`src/rtl/fir_pkg.sv`:
```
// fir_pkg: tap geometry shared with fir_accurate, tap type and feeder state.
package fir_pkg;

   localparam int NTAPS  = 6;
   localparam int DATA_W = 32;

   typedef logic signed [DATA_W-1:0] fir_tap_t;

   typedef enum logic [1:0] {
      FEED_FILL,
      FEED_SETTLE,
      FEED_PRESENT,
      FEED_HOLD
   } fir_feed_state_e;

   // Bits needed to hold 0..maxval, never less than one.
   function automatic int fir_bits(input int maxval);
      return (maxval < 2) ? 1 : $clog2(maxval + 1);
   endfunction

endpackage

```
`src/rtl/fir_tap_feeder_if.sv`:
```
// fir_tap_feeder_if: sample stream in, settled tap window out.
interface fir_tap_feeder_if #(
   parameter int IN_W = 12
);
   import fir_pkg::*;

   logic                    s_valid;
   logic                    s_ready;
   logic [IN_W-1:0]         s_data;
   logic [NTAPS*DATA_W-1:0] taps;
   logic                    win_valid;
   logic                    win_ready;
   logic [31:0]             win_idx;

   modport master (
      output s_valid, s_data, win_ready,
      input  s_ready, taps, win_valid, win_idx
   );

   modport slave (
      input  s_valid, s_data, win_ready,
      output s_ready, taps, win_valid, win_idx
   );

endinterface

```
`src/rtl/fir_delay_line.sv`:
```
// fir_delay_line: N-deep shift register, tap 1 (newest) in the flat LSBs.
module fir_delay_line
   import fir_pkg::*;
#(
   parameter int N = NTAPS,
   parameter int W = DATA_W
) (
   input  logic           clk,
   input  logic           rst,
   input  logic           clear_i,
   input  logic           shift_en_i,
   input  logic [W-1:0]   din_i,
   output logic [N*W-1:0] taps_o
);

   logic [W-1:0] tap_q [N];
   logic [W-1:0] tap_d [N];

   always_comb begin
      tap_d = tap_q;
      if (clear_i) begin
         tap_d = '{default: '0};
      end else if (shift_en_i) begin
         tap_d[0] = din_i;
         for (int k = 1; k < N; k++) begin
            tap_d[k] = tap_q[k-1];
         end
      end
   end

   always_ff @(posedge clk) begin
      if (rst) begin
         tap_q <= '{default: '0};
      end else begin
         tap_q <= tap_d;
      end
   end

   always_comb begin
      for (int k = 0; k < N; k++) begin
         taps_o[k*W +: W] = tap_q[k];
      end
   end

endmodule

```
`src/rtl/fir_tap_feeder.sv`:
```
// fir_tap_feeder: fills the delay line and presents a settled window to fir_accurate.
// Define FIR_TAP_PREFILL_EN to treat the zeroed taps as valid history.
module fir_tap_feeder
   import fir_pkg::*;
#(
   parameter int IN_W      = 12,
   parameter bit SIGNED_IN = 1'b0,
   parameter int SETTLE    = 1
) (
   input  logic            clk,
   input  logic            rst,
   input  logic            flush,
   fir_tap_feeder_if.slave bus
);

   localparam int FILL_W = fir_bits(NTAPS);
   localparam int TMR_W  = fir_bits((SETTLE > 0) ? SETTLE - 1 : 0);

   localparam logic [FILL_W-1:0] FILL_FULL = FILL_W'(NTAPS);
`ifdef FIR_TAP_PREFILL_EN
   localparam logic [FILL_W-1:0] FILL_RST  = FILL_FULL;
`else
   localparam logic [FILL_W-1:0] FILL_RST  = '0;
`endif
   localparam logic [TMR_W-1:0] TMR_LOAD =
      (SETTLE > 0) ? TMR_W'(SETTLE - 1) : '0;
   localparam fir_feed_state_e ST_ARM =
      (SETTLE == 0) ? FEED_PRESENT : FEED_SETTLE;

   fir_feed_state_e   state_q, state_d;
   logic [FILL_W-1:0] fill_q, fill_d;
   logic [TMR_W-1:0]  tmr_q, tmr_d;
   logic [31:0]       idx_q, idx_d;

   logic            s_ready;
   logic            win_valid;
   logic            accept;
   logic            consume;
   logic [IN_W-1:0] s_data;
   fir_tap_t        ext;

   assign s_data = bus.s_data;
   assign ext    = SIGNED_IN ? fir_tap_t'($signed(s_data))
                             : fir_tap_t'(s_data);

   always_comb begin
      state_d   = state_q;
      fill_d    = fill_q;
      tmr_d     = tmr_q;
      s_ready   = 1'b0;
      win_valid = 1'b0;

      unique case (state_q)
         FEED_FILL:    s_ready = 1'b1;
         FEED_SETTLE:  s_ready = 1'b0;
         FEED_PRESENT: begin
            win_valid = 1'b1;
            s_ready   = bus.win_ready;
         end
         FEED_HOLD:    s_ready = 1'b1;
      endcase

      // Flush wins the cycle: nothing is accepted and no window is consumed.
      if (flush) begin
         s_ready   = 1'b0;
         win_valid = 1'b0;
      end

      accept  = bus.s_valid & s_ready;
      consume = win_valid & bus.win_ready;
      idx_d   = idx_q + 32'(consume);

      unique case (state_q)
         FEED_FILL: begin
            if (accept) begin
               if (fill_q != FILL_FULL) begin
                  fill_d = fill_q + FILL_W'(1);
               end
               if (fill_d == FILL_FULL) begin
                  state_d = ST_ARM;
                  tmr_d   = TMR_LOAD;
               end
            end
         end
         FEED_SETTLE: begin
            if (tmr_q == '0) begin
               state_d = FEED_PRESENT;
            end else begin
               tmr_d = tmr_q - TMR_W'(1);
            end
         end
         FEED_PRESENT: begin
            if (consume && accept) begin
               state_d = ST_ARM;
               tmr_d   = TMR_LOAD;
            end else if (consume) begin
               state_d = FEED_HOLD;
            end
         end
         FEED_HOLD: begin
            if (accept) begin
               state_d = ST_ARM;
               tmr_d   = TMR_LOAD;
            end
         end
      endcase

      if (flush) begin
         state_d = FEED_FILL;
         fill_d  = FILL_RST;
         tmr_d   = '0;
      end
   end

   always_ff @(posedge clk) begin
      if (rst) begin
         state_q <= FEED_FILL;
         fill_q  <= FILL_RST;
         tmr_q   <= '0;
         idx_q   <= '0;
      end else begin
         state_q <= state_d;
         fill_q  <= fill_d;
         tmr_q   <= tmr_d;
         idx_q   <= idx_d;
      end
   end

   fir_delay_line #(
      .N (NTAPS),
      .W (DATA_W)
   ) u_dly (
      .clk        (clk),
      .rst        (rst),
      .clear_i    (flush),
      .shift_en_i (accept),
      .din_i      (ext),
      .taps_o     (bus.taps)
   );

   assign bus.s_ready   = s_ready;
   assign bus.win_valid = win_valid;
   assign bus.win_idx   = idx_q;

endmodule
```
`src/flat_wrapper.sv`:
```
// flat-port wrapper written by rule: the top's interface ports become plain ports
module fir_tap_feeder_flat import fir_pkg::*;
#(
   parameter int IN_W      = 12,
   parameter bit SIGNED_IN = 1'b0,
   parameter int SETTLE    = 1
)
  (clk, rst, flush, bus_s_valid, bus_s_data, bus_win_ready, bus_s_ready, bus_taps, bus_win_valid, bus_win_idx);
  fir_tap_feeder_if #(.IN_W(IN_W)) bus_i ();
  input  logic clk;
  input  logic rst;
  input  logic flush;
  input wire logic [$bits(bus_i.s_valid)-1:0] bus_s_valid;
  input wire logic [$bits(bus_i.s_data)-1:0] bus_s_data;
  input wire logic [$bits(bus_i.win_ready)-1:0] bus_win_ready;
  output wire logic [$bits(bus_i.s_ready)-1:0] bus_s_ready;
  output wire logic [$bits(bus_i.taps)-1:0] bus_taps;
  output wire logic [$bits(bus_i.win_valid)-1:0] bus_win_valid;
  output wire logic [$bits(bus_i.win_idx)-1:0] bus_win_idx;
  assign bus_i.s_valid = bus_s_valid;
  assign bus_i.s_data = bus_s_data;
  assign bus_i.win_ready = bus_win_ready;
  assign bus_s_ready = bus_i.s_ready;
  assign bus_taps = bus_i.taps;
  assign bus_win_valid = bus_i.win_valid;
  assign bus_win_idx = bus_i.win_idx;
  fir_tap_feeder #(.IN_W(IN_W), .SIGNED_IN(SIGNED_IN), .SETTLE(SETTLE)) u_core (.clk(clk), .rst(rst), .flush(flush), .bus(bus_i));
endmodule
```
`config.mk`:
```
export PLATFORM = sky130hd
export DESIGN_NAME = fir_tap_feeder_flat
export DESIGN_NICKNAME = d
export VERILOG_FILES = /design/src/rtl/fir_pkg.sv /design/src/rtl/fir_tap_feeder_if.sv /design/src/rtl/fir_delay_line.sv /design/src/rtl/fir_tap_feeder.sv /design/src/flat_wrapper.sv
export SDC_FILE = /design/constraint.sdc
export NUM_CORES = 1
export LEC_CHECK = 0
export ABC_AREA = 1
export CORE_MARGIN = 10
export CORE_UTILIZATION = 35
export CTS_CLUSTER_DIAMETER = 80
export DETAILED_ROUTE_END_ITERATION = 6
export PLACE_DENSITY_LB_ADDON = 0.25
export SYNTH_ARGS = -nofsm -noshare
export SYNTH_HDL_FRONTEND = slang
export SYNTH_HIERARCHICAL = 1
export SYNTH_SLANG_ARGS = --single-unit
```
`constraint.sdc`:
```
create_clock -name clk -period 2.1 [get_ports clk]
set_clock_uncertainty 0.05 [all_clocks]
set_input_delay 0.42 -clock clk [delete_from_list [all_inputs] [get_ports clk]]
set_output_delay 0.42 -clock clk [all_outputs]
set_load 0.02 [all_outputs]
```
## Yosys cells after proc, flatten, opt, wreduce, memory -nomap -nowiden

Cells that the tools add are included.

- Flip-flop bits (word level): 110
- Input bits: 17
- Output and inout port bits: 226
- Word-level logic and storage cells: 53

- Add/subtract/negate cells: 3
- Equality and inequality tests: 11
- Multiplexer cells: 20
- Bitwise operators: 2
- Reductions and logical operators: 7

Operator list:

| cell | count |
|---|---|
| 32-bit by 1-bit adder with 32-bit output | 1 |
| 2-bit two-way mux | 6 |
| 3-bit two-way mux | 3 |
| 1-bit two-way mux | 8 |
| 2-bit by 1-bit inequality test with 1-bit output (second input constant) | 4 |
| 2-bit case mux with 4 select lines | 1 |
| 5-bit AND reduction | 1 |
| 2-bit == test (second input constant) | 2 |
| 1-bit case mux with 4 select lines | 1 |
| 4-bit AND reduction | 1 |
| 2-bit OR reduction | 2 |
| 3-bit by 1-bit adder with 3-bit output (second input constant) | 1 |
| 3-bit == test (second input constant) | 1 |
| 3-bit by 1-bit inequality test with 1-bit output (second input constant) | 1 |
| 3-bit inequality test (second input constant) | 1 |
| 1-bit case mux with 3 select lines | 1 |
| 1-bit AND | 2 |
| 2-bit by 1-bit == test with 1-bit output (second input constant) | 1 |
| 2-bit logical NOT | 1 |
| 2-bit inequality test (second input constant) | 1 |
| 2-bit AND reduction | 1 |
| 1-bit logical AND | 1 |
| 1-bit subtractor (second input constant) | 1 |

## Longest topological paths before layout

- Depth after elaboration: 11
- Depth in mapped cells: 13

## Cells and area by module

Netlist, hierarchy kept.

Modules (own cells, without submodules):

| module | times used | cells an instance | area an instance (um2) | seq. area each (um2) |
|---|---|---|---|---|
| fir_delay_line | 1 | 1217 | 7798.7 | 3843.7 |
| fir_tap_feeder | 1 | 332 | 2143.3 | 740.7 |

## Worst setup path after synthesis

No wires, ideal clock.

- Path kind: register -> register
- Start: reg u_core.state_q[0]
- End: reg u_core.idx_q[12], in the netlist u_core/bus.win_idx[12]
- Library setup time: 0.131 ns
- Arrival time: 1.771 ns
- Slack: 0.148 ns
- Cell stages (with the launch flop): 13
- Path buffers: 0
- Period minus slack after synthesis: 1.952 ns
- Cell sequence: dfxtp_1 inv_1 ha_1 nand2_1 nor2_1 ha_1 ha_1 nand2_2 nor2_2 nand3_2 nor2_2 nand2_1 nor3b_2

- Longest elaborated chain between the ends: 5

Ends and longest elaborated chain:

| element | line | text |
|---|---|---|
| start, declared | fir_tap_feeder.sv:30 | `fir_feed_state_e state_q, state_d;` |
| start signal, assigned | fir_tap_feeder.sv:122 | `state_q <= state_d;` |
| 2-bit == test | fir_tap_feeder.sv:53 | `unique case (state_q)` |
| 1-bit two-way mux | fir_tap_feeder.sv:53 |  |
| 1-bit two-way mux | fir_tap_feeder.sv:64 | `if (flush) begin` |
| 1-bit AND | fir_tap_feeder.sv:70 | `consume = win_valid & bus.win_ready;` |
| 32-bit by 1-bit adder with 32-bit output | fir_tap_feeder.sv:71 | `idx_d = idx_q + 32'(consume);` |
| end signal, assigned | fir_tap_feeder.sv:125 | `idx_q <= idx_d;` |
| end, declared | fir_tap_feeder.sv:33 | `logic [31:0] idx_q, idx_d;` |

No other way between the ends.
A chain may end at the register's enable or synchronous reset.

==> flow_summary.yaml <==
finish:
  layout_commonest_cell: "nand2_1"
  layout_common_cells: "nand2_1 (474), nor2_1 (445), inv_1 (227), dfxtp_1 (227), clkdlybuf4s50_1 (215)"
  nNetsFinal: 1855
  area_growth_syn_to_layout_pct: 44.01
  drive_above_1_share_pct: 7.247
  n_antenna_cell: 0
worst_setup_path:
  cp_cell_sequence: "clkdlybuf4s50_1"
  crit_family: "buffers and inverters"
  max_stage_delay_ns: 0.70
  crit_arrival_ns: 1.59
  endpoint_kind: "output pin"
  required_ns: 1.63
  start_kind: "register"
  crit_type: "reg2out"
  crit_buf_inv: 1
  crit_slowest_cell: "clkdlybuf4s50_1"
  crit_fanout: 3
power:
  clkPwrFrac_pct: 45.8
  ir_worst_vdd_mv: 0.4090
  power_uw: 10580
  internal_power_uw: 8067
  seq_power_share_pct: 43.1
  p_per_area_nw_per_um2: 738.9
  switching_share_pct: 23.75
  power_switching_uw: 2512
  leakage_uw: 0.005881
  p_comb_share_pct: 11.1
clock_tree:
  cts_buffers: 26
  clk_pin_slew_ns: 0.06
  cts_sinks: 229
  root_buffer: "clkbuf_16"
  cts_tree: "done"
  hold_buffers: 0
  cts_buffer_depth: 3
  htreeDepth: 1
  clk_latency_ns: 0.52
timing:
  clock.fmax_ghz: 0.4847
  timing.final.crit_share_pct: 98.25
  final-hold-violation-count: 0
  report.final.slew_viol_count: 0
  period_minus_slack_ns: 2.063
  whs_ns: 0.4184
  setup_violations: 0
  rsz0062_at_grt: "true"
  final.setup.tns_ns: 0
placement:
  post-dp-hpwl_um: 21870
  gp_congestion: 0.9167
  io_buffers: 242
routing:
  postRouteAntennaNets: 0
  wl_per_cell_um: 13.01
  num_vias: 9232
  viasPerCell: 4.145
  drt-total-wl_um: 28980
  firstDrtPassIters: 5
  drcViolationCount: 0
  drt_iter0_markers: 517
flow_run:
  cap_viol_max_count: 0
synthesis:
  syn_inst: 1549
  yosysSeqAreaShare_pct: 46.11
  synth_area_um2: 9942
  synthArstFlopShare_pct: 0
  synth_edf_count: 0
  synth_top_area_cell: "dfxtp_1"
  ys.flop_type: "dfxtp_1"
  yosysWarnings: 6
  yosysTopAreaCellShare_pct: 46.11
  ys_ff_latch: 229
  ys_types: 28
  synthTopCellsByArea: "dfxtp_1 (46%), nand2_1 (18%), nor2_1 (17%), inv_1 (8.7%), buf_2 (2.9%)"
  synth_area_per_cell_um2: 6.418
grt:
  overflow: 0
  grt_pass1_wl_um: 46530
  grt_antenna_before_repair: 0
  grt_usage_pct: 15.65
  use_met2_pct: 25.15
  grt_max_degree: 43
  grt_pass1_vias: 8684
  grt_use_met1_pct: 20.38
  met3_usage_pct: 3.453
  grt-busiest-layer: "met2"
floorplan:
  fp.dieW_um: 188.5
  die-height_um: 188.5
  initial_utilization_pct: 35.59
  placementRows: 61
  coreArea_um2: 27930
  dieArea_um2: 35550
  design.portCount: 243
hold_path:
  hp-class: "reg2reg"
outcome:
  status: "completed"
## routing by layer
| metal | part of all wire (%) | wire [um] |
|---|---|---|
| met4 | 2.8 | 805 |
| met2 | 44 | 12730 |
| met5 | 0 | 0 |
| met1 | 47 | 13630 |
| met3 | 6.2 | 1802 |
## registers in the layout, summed over array words and instances, names as in the netlist
name and count:
u_core/u_dly/taps_o 192, u_core/state_q 2, u_core/bus.win_idx 32, u_core/fill_q 3
## logic make-up (layout without fill, tap and decap cells)
logic type,count (synthesis),in the layout,share of synthesized area [%]
flops,229,229,46.11
xor+xnor,4,4,0.3523
fa+ha+maj,9,9,1.133
compound gates,37,37,1.938
buf+inv,298,579,12.41
simple gates,971,971,38.02
other cells,1,20,0.03772
## area by class of cell
type	instances	area [um2]
Inverter	231	874.6
Clock inverter	8	140.1
Multi-Input combinational cell	1041	4278
Fill cell	2828	13620
Clock buffer	40	794.5
Tap cell	378	473.0
Timing Repair Buffer	300	3168
Sequential cell	229	4589
## worst paths after layout
path,startpoint,end,slack (ns),cells after the start
hold / removal,u_core/u_dly/taps_o[162]$_SDFFE_PP0P_,u_core/u_dly/taps_o[162]$_SDFFE_PP0P_,0.42,2
setup reg to reg,u_core/state_q[0]$_SDFFE_PP0P_,u_core/bus.win_idx[22]$_SDFF_PP0_,0.09,13
hold reg to reg,u_core/u_dly/taps_o[162]$_SDFFE_PP0P_,u_core/u_dly/taps_o[162]$_SDFFE_PP0P_,0.42,2
setup / recovery,u_core/u_dly/taps_o[88]$_SDFFE_PP0P_,bus_taps[88],0.04,1
## power by group through the flow
stage	registers, uW	clock network (uW)	logic [uW]
after floorplan	4780	0	549
after global placement	4650	0	1180
after detailed placement	4650	0	1180
after CTS	4560	5000	1190
after global routing	4570	5150	1320
final	4560	4850	1170
## through the flow
| stage | setup WS (ns) | area [um2] | util (%) | cells |
|---|---|---|---|---|
| 6_report | 0.03684 | 14320 | 51.25 | 2227 |
| 5_1_grt | -0.08546 | 14320 | 51.25 | 2227 |
| 4_1_cts | 0.0005645 | 14160 | 50.68 | 2221 |
| 3_5_place_dp | -0.3491 | 13230 | 47.37 | 2173 |
| 3_3_place_gp | -0.2813 | 13230 | 47.37 | 2173 |
| 2_1_floorplan | 0.1482 | 10010 | - | 1568 |
## synth_stat cells (all sizes together) (2+ instances only)
cell type	instances
a21oi	23
a31oi	2
and3	2
buf	66
dfxtp	229
ha	9
inv	231
nand2	478
nand3	15
nand3b	8
nand4	5
nor2	461
o21ai	10
xor2	4
## what timing repair did
action	CTS	global route
pin swaps	0	10
setup endpoints to repair	15	36
resized for setup	19	37
gates cloned	0	0
setup buffers	0	6
hold endpoints to repair	0	0
Note: power is estimated with default switching activity, not from simulation.
